[src/rtl/imem_loader_pkg.sv]
// ---------------------------------------------------------------------------
// imem_loader_pkg
// Shared definitions for the boot-time instruction memory loader.
//   - state_t      : loader FSM states
//   - DEFAULT_SYNC : default frame start byte
//   - IMEM_WORDS   : instruction RAM depth in words (shared with the RAM)
//   - IMEM_AW      : instruction RAM word-address width
//   - frame_len()  : assembles the 16-bit little-endian word count
// ---------------------------------------------------------------------------
package imem_loader_pkg;

    typedef enum logic [2:0] {
        IDLE   = 3'd0,
        LEN_LO = 3'd1,
        LEN_HI = 3'd2,
        DATA   = 3'd3,
        CSUM   = 3'd4,
        DONE   = 3'd5,
        ERR    = 3'd6
    } state_t;

    localparam logic [7:0] DEFAULT_SYNC = 8'hA5;
    localparam int         IMEM_WORDS   = 256;
    localparam int         IMEM_AW      = 8;

    // The length field arrives low byte first.
    function automatic logic [15:0] frame_len(input logic [7:0] lo,
                                              input logic [7:0] hi);
        return {hi, lo};
    endfunction

endpackage

[src/rtl/imem_loader_byte_packer.sv]
// ---------------------------------------------------------------------------
// byte_packer
// Packs four consecutive bytes little-endian into a 32-bit word. Byte 0 is
// the first one received and lands in word[7:0].
// Ports:
//   clk, rst       : clock, synchronous active-high reset
//   byte_data [7:0]: incoming byte
//   byte_valid     : byte_data is consumed this cycle
//   word_data [31] : assembled word, valid while word_valid is high
//   word_valid     : high for the single cycle the 4th byte is consumed
//   byte_idx  [1:0]: position the next byte will occupy in the word
// ---------------------------------------------------------------------------
module byte_packer (
    input  logic        clk,
    input  logic        rst,
    input  logic [7:0]  byte_data,
    input  logic        byte_valid,
    output logic [31:0] word_data,
    output logic        word_valid,
    output logic [1:0]  byte_idx
);

    logic [1:0]  byte_cnt;
    logic [23:0] low_bytes;

    always_ff @(posedge clk) begin
        if (rst) begin
            byte_cnt  <= 2'd0;
            low_bytes <= 24'd0;
        end else if (byte_valid) begin
            byte_cnt <= byte_cnt + 2'd1;
            case (byte_cnt)
                2'd0:    low_bytes[7:0]   <= byte_data;
                2'd1:    low_bytes[15:8]  <= byte_data;
                2'd2:    low_bytes[23:16] <= byte_data;
                default: ;
            endcase
        end
    end

    // The 4th byte is combined directly so the top can register the write
    // in the same edge that accepts it, giving a one-cycle write latency.
    assign word_valid = byte_valid && (byte_cnt == 2'd3);
    assign word_data  = {byte_data, low_bytes};
    assign byte_idx   = byte_cnt;

endmodule

[src/rtl/imem_loader.sv]
// ---------------------------------------------------------------------------
// imem_loader
// Boot-time writer for the 256x32 instruction memory. Parses a framed byte
// stream  SYNC, LEN_LO, LEN_HI, 4*N data bytes [, CSUM]  and issues one
// registered write per assembled word while holding the CPU in reset.
//
// Configuration macro: IMEM_LOADER_CHECKSUM_EN
//   defined   : a trailing checksum byte (8-bit sum of data bytes) is
//               expected; mismatch raises error.
//   undefined : the frame ends after the last data byte.
//
// Ports:
//   clk, rst        : clock, synchronous active-high reset
//   in_data  [7:0]  : received byte
//   in_valid        : in_data valid this cycle
//   in_ready        : byte accepted when in_valid && in_ready (no
//                     backpressure; low only while in reset)
//   mem_we          : one-cycle RAM write strobe
//   mem_waddr[7:0]  : word address (word index within the frame)
//   mem_wdata[31:0] : packed word
//   cpu_hold        : keeps the CPU in reset while a load is in progress
//   done            : sticky, last load succeeded
//   error           : sticky, last load failed
// ---------------------------------------------------------------------------
module imem_loader
    import imem_loader_pkg::*;
#(
    parameter logic [7:0] BYTE_SYNC = DEFAULT_SYNC,
    parameter int         MAX_WORDS = IMEM_WORDS
) (
    input  logic               clk,
    input  logic               rst,
    input  logic [7:0]         in_data,
    input  logic               in_valid,
    output logic               in_ready,
    output logic               mem_we,
    output logic [IMEM_AW-1:0] mem_waddr,
    output logic [31:0]        mem_wdata,
    output logic               cpu_hold,
    output logic               done,
    output logic               error
);

    state_t      state;
    logic [7:0]  len_lo;
    logic [8:0]  n_words;
    logic [8:0]  word_cnt;
`ifdef IMEM_LOADER_CHECKSUM_EN
    logic [7:0]  sum;
`endif

    logic        accept;
    logic        sync_seen;
    logic        data_accept;
    logic        last_word;
    logic [15:0] len_full;
    logic [31:0] word_data;
    logic        word_valid;
    logic [1:0]  byte_idx;

    assign accept      = in_valid && in_ready;
    assign sync_seen   = accept && (in_data == BYTE_SYNC);
    assign data_accept = accept && (state == DATA);
    assign len_full    = frame_len(len_lo, in_data);
    // n_words is at least 1 and at most 256 whenever DATA is active.
    assign last_word   = (word_cnt == (n_words - 9'd1));

    byte_packer u_packer (
        .clk        (clk),
        .rst        (rst),
        .byte_data  (in_data),
        .byte_valid (data_accept),
        .word_data  (word_data),
        .word_valid (word_valid),
        .byte_idx   (byte_idx)
    );

    // Write port registers: valid exactly one cycle after the 4th byte.
    always_ff @(posedge clk) begin
        if (rst) begin
            mem_we    <= 1'b0;
            mem_waddr <= '0;
            mem_wdata <= 32'd0;
        end else begin
            mem_we <= word_valid;
            if (word_valid) begin
                mem_waddr <= word_cnt[IMEM_AW-1:0];
                mem_wdata <= word_data;
            end
        end
    end

    // No backpressure: ready is simply "out of reset".
    always_ff @(posedge clk) begin
        if (rst) begin
            in_ready <= 1'b0;
        end else begin
            in_ready <= 1'b1;
        end
    end

    // Frame FSM with registered status outputs.
    always_ff @(posedge clk) begin
        if (rst) begin
            state    <= IDLE;
            len_lo   <= 8'd0;
            n_words  <= 9'd0;
            word_cnt <= 9'd0;
            cpu_hold <= 1'b0;
            done     <= 1'b0;
            error    <= 1'b0;
`ifdef IMEM_LOADER_CHECKSUM_EN
            sum      <= 8'd0;
`endif
        end else begin
            case (state)
                // DONE and ERR only differ from IDLE in the sticky flags.
                IDLE, DONE, ERR: begin
                    if (sync_seen) begin
                        state    <= LEN_LO;
                        word_cnt <= 9'd0;
                        cpu_hold <= 1'b1;
                        done     <= 1'b0;
                        error    <= 1'b0;
`ifdef IMEM_LOADER_CHECKSUM_EN
                        sum      <= 8'd0;
`endif
                    end
                end

                LEN_LO: begin
                    if (accept) begin
                        len_lo <= in_data;
                        state  <= LEN_HI;
                    end
                end

                LEN_HI: begin
                    if (accept) begin
                        // Rejecting oversize frames here guarantees the
                        // 8-bit write address never wraps.
                        if (len_full > 16'(MAX_WORDS)) begin
                            state    <= ERR;
                            error    <= 1'b1;
                            cpu_hold <= 1'b0;
                        end else if (len_full == 16'd0) begin
`ifdef IMEM_LOADER_CHECKSUM_EN
                            state    <= CSUM;
`else
                            state    <= DONE;
                            done     <= 1'b1;
                            cpu_hold <= 1'b0;
`endif
                        end else begin
                            n_words <= len_full[8:0];
                            state   <= DATA;
                        end
                    end
                end

                DATA: begin
                    if (accept) begin
`ifdef IMEM_LOADER_CHECKSUM_EN
                        sum <= sum + in_data;
`endif
                        if (word_valid) begin
                            word_cnt <= word_cnt + 9'd1;
                            if (last_word) begin
`ifdef IMEM_LOADER_CHECKSUM_EN
                                state    <= CSUM;
`else
                                state    <= DONE;
                                done     <= 1'b1;
                                cpu_hold <= 1'b0;
`endif
                            end
                        end
                    end
                end

`ifdef IMEM_LOADER_CHECKSUM_EN
                CSUM: begin
                    if (accept) begin
                        cpu_hold <= 1'b0;
                        if (in_data == sum) begin
                            state <= DONE;
                            done  <= 1'b1;
                        end else begin
                            state <= ERR;
                            error <= 1'b1;
                        end
                    end
                end
`endif

                default: begin
                    state    <= IDLE;
                    cpu_hold <= 1'b0;
                end
            endcase
        end
    end

    // The packer's byte position is not needed by the FSM: a frame can only
    // leave DATA on a word boundary, so the position is always 0 outside it.
    logic unused_ok;
    assign unused_ok = ^byte_idx;

endmodule

[config.mk]
export PLATFORM = sky130hd
export DESIGN_NAME = imem_loader
export DESIGN_NICKNAME = d
export VERILOG_FILES = /design/src/rtl/imem_loader_pkg.sv /design/src/rtl/imem_loader_byte_packer.sv /design/src/rtl/imem_loader.sv
export SDC_FILE = /design/constraint.sdc
export NUM_CORES = 1
export LEC_CHECK = 0
export BUFFER_PORTS_ARGS = -buffer_cell sky130_fd_sc_hd__buf_4
export CORE_MARGIN = 1
export CORE_UTILIZATION = 30
export DETAILED_ROUTE_END_ITERATION = 12
export PLACE_DENSITY_LB_ADDON = 0.08
export SLEW_MARGIN = 10
export SYNTH_ARGS = -nofsm -noshare
export SYNTH_HDL_FRONTEND = slang
export SYNTH_HIERARCHICAL = 1
export SYNTH_SLANG_ARGS = --single-unit
[constraint.sdc]
create_clock -name clk -period 4.92 [get_ports clk]
set_clock_uncertainty 0.1 [all_clocks]
set_input_delay 0.492 -clock clk [delete_from_list [all_inputs] [get_ports clk]]
set_output_delay 0.492 -clock clk [all_outputs]
set_load 0.1 [all_outputs]
==> out/results.ini <==
[final_layout]
final_common_cell=dfxtp_1
fillCellCount=1453
final_cells=670
final_cell_mix=dfxtp_1 (100), mux2i_1 (78), nor2_1 (77)
final_nets=502
stdcell_area_mm2=0.005105
drive_above_1_share_pct=16.33
syn2layout_area_growth_pct=17.72
antenna_cells=0

[sta]
min_period_ps=2993
max_slew.worst_pin.slew_ps=900.0
relSlewSlack_pct=39.67
fmax_ghz=0.3341
finalCritPeriodShare_pct=60.83
drv_slew=0
hold_viol=0
rsz0062_at_grt=false
finalSetupViolCount=0
timing.setup.tns_ps=0

[run]
max_cap_viol_count=0

[routing]
wire_per_inst_um=14.96
drtPass1Iterations=4
ant_nets=0
wirelength_um=10020
routed-via-count=3172
via_per_inst=4.734
drtIter0Drc=159
drc=0

[grt]
grt.overflow.total=0
grtUsageTotal_pct=14.33
grt_max_degree=58
grt_pass1_wl_um=15990
antenna_found_initial=0
grt_pass1_vias=2979

[synth]
syn_area_per_cell_um2=9.702
synth_nets=464
ys_seq_elements=100
yosysUniqueCellTypes=47
yosysWarnings=6
synthFlopType=dfxtp_1
async_flop_share_pct=0
syn_area_mm2=0.004337
synth-edff-count=0
yosysSeqAreaShare_pct=46.16
synthCells=447

[min_path]
worstHoldPathType=primary input to flop

[floorplanning]
die_w_um=122.2
dieArea_mm2=0.01494
rows=43
io_pins=56
core-area_mm2=0.01399
die_y_um=122.2
start_util_pct=31.00

[clocking]
cts_sinks=100
h-tree-depth=3
cts-hold-fix-buffers=0
cts_tree=done
cts_buffers=9
clk_pin_slew_ps=60
postCtsSetupRepairBufs=0
root_buffer=clkbuf_16
clk_path_buf_depth=2
ctsResizeCount=0
insertion_delay_ps=350

[placed_design]
dpl.hpwl_um=6952
placedCellCount=654
io_buffer_count=55
place_congestion=0.7263
place_area_mm2=0.004833

[power_and_ir_drop]
switchingPower_uw=520.1
p_leak_uw=0.002013
p_sw_share_pct=28.70
seq_power_share_pct=47.6
p_int_uw=1292
p_comb_share_pct=15.8
power.density_mw_per_mm2=355.0
pwr-share-clk_pct=36.5
vdd_drop_max_mv=0.1274

[status]
status=finished, final reports clean

[setup_path]
worstSetupEndpointType=flop
start_kind=flop
crit_fanout=10
arrival_ps=3110
path_class=flop to flop
cp.required_ps=5040

Yosys cell counts, drive strengths merged (2+ instances only):
| cell | number | area share, % |
|---|---|---|
| or4 | 4 | 0.78 |
| nand4 | 8 | 1.2 |
| nor2 | 77 | 6.7 |
| clkbuf | 15 | 1.3 |
| a21oi | 16 | 1.8 |
| o21ai | 8 | 0.92 |
| buf | 16 | 2.5 |
| nor3 | 11 | 1.4 |
| dfxtp | 100 | 46 |
| nand3b | 2 | 0.35 |
| nor2b | 4 | 0.58 |
| mux2i | 78 | 18 |
| nand2b | 34 | 4.9 |
| xor2 | 9 | 1.8 |
| a21o | 2 | 0.35 |
| inv | 10 | 0.87 |
| nor4 | 2 | 0.63 |
| and3 | 4 | 0.58 |
| ha | 6 | 1.7 |
| o211a | 3 | 0.69 |
| and2 | 3 | 0.52 |
| nand2 | 8 | 0.81 |
| xnor2 | 10 | 2.0 |
| a311oi | 2 | 0.40 |
| a31oi | 2 | 0.29 |
routing by layer:
layer	track usage [%]	wire, um	vias to the layer above
met5	0	0	-
met4	7.088	199	0
met3	3.113	429	14
met2	20.75	4323	63
met1	19.93	5072	1508
li1	-	-	1587
registers in the layout, summed over array words and instances (netlist names):
register,flops
u_packer/byte_idx,2
word_cnt,9
n_words,9
mem_wdata,32
cpu_hold,1
error,1
in_ready,1
state,3
mem_we,1
mem_waddr,8
u_packer/low_bytes,24
len_lo,8
done,1
final cells by class:
type                       instances  area, um^2  share of cell area (%)
clock inverter                     3       21.27                  0.4167
multi-input combinational        306        2133                   41.79
inverter                          10       37.54                  0.7353
clock buffer                      13       250.2                   4.902
tap                              180       225.2                   4.412
sequential                       100        2002                   39.22
timing repair buffer              58       435.4                   8.529
path summary, 6_finish.rpt:
check	from	to	slack (ps)	cells past startpoint
hold reg to reg	error	error	380	2
hold / removal	in_data[4]	len_lo[4]	310	3
setup reg to reg	state[1]	word_cnt[8]	1930	9
setup / recovery	state[1]	word_cnt[8]	1930	9
kinds of logic after synthesis:
kind of cell | after synthesis | share of synthesized area (%)
flops | 100 | 46.16
buf+inv | 41 | 4.645
mux | 78 | 18.00
fa+ha+maj | 6 | 1.731
xor+xnor | 19 | 3.837
simple gates | 164 | 19.62
compound gates | 39 | 6.001
power by group through the flow:
stage                     Sequential [uW]  Clock, uW  Combinational, uW
after floorplan                       926          0                176
after global placement                882          0                286
after detailed placement              880          0                287
after CTS                             862        690                288
after global routing                  868        724                311
final                                 863        662                287
worst max-delay path: stages (launching register included):
cell	delay (ps)
dfxtp_1	480
nor2b_1	190
and2_1	230
and3_1	360
and2_2	420
a22oi_1	170
nor2_1	470
nand4_1	200
xor2_1	170
nor2_1	50
metrics by stage:
stage	total power [uW]	hold slack [ps]	worst slack [ps]	util, %
2_1_floorplan	1102	348.5	2168	-
3_3_place_gp	1167	363.1	1797	34.55
3_5_place_dp	1168	363.6	1681	34.55
4_1_cts	1840	293.9	1904	36.49
5_1_grt	1903	309.5	1664	36.49
6_report	1812	310.7	1927	36.49
Power figures use the tool's default switching activity.
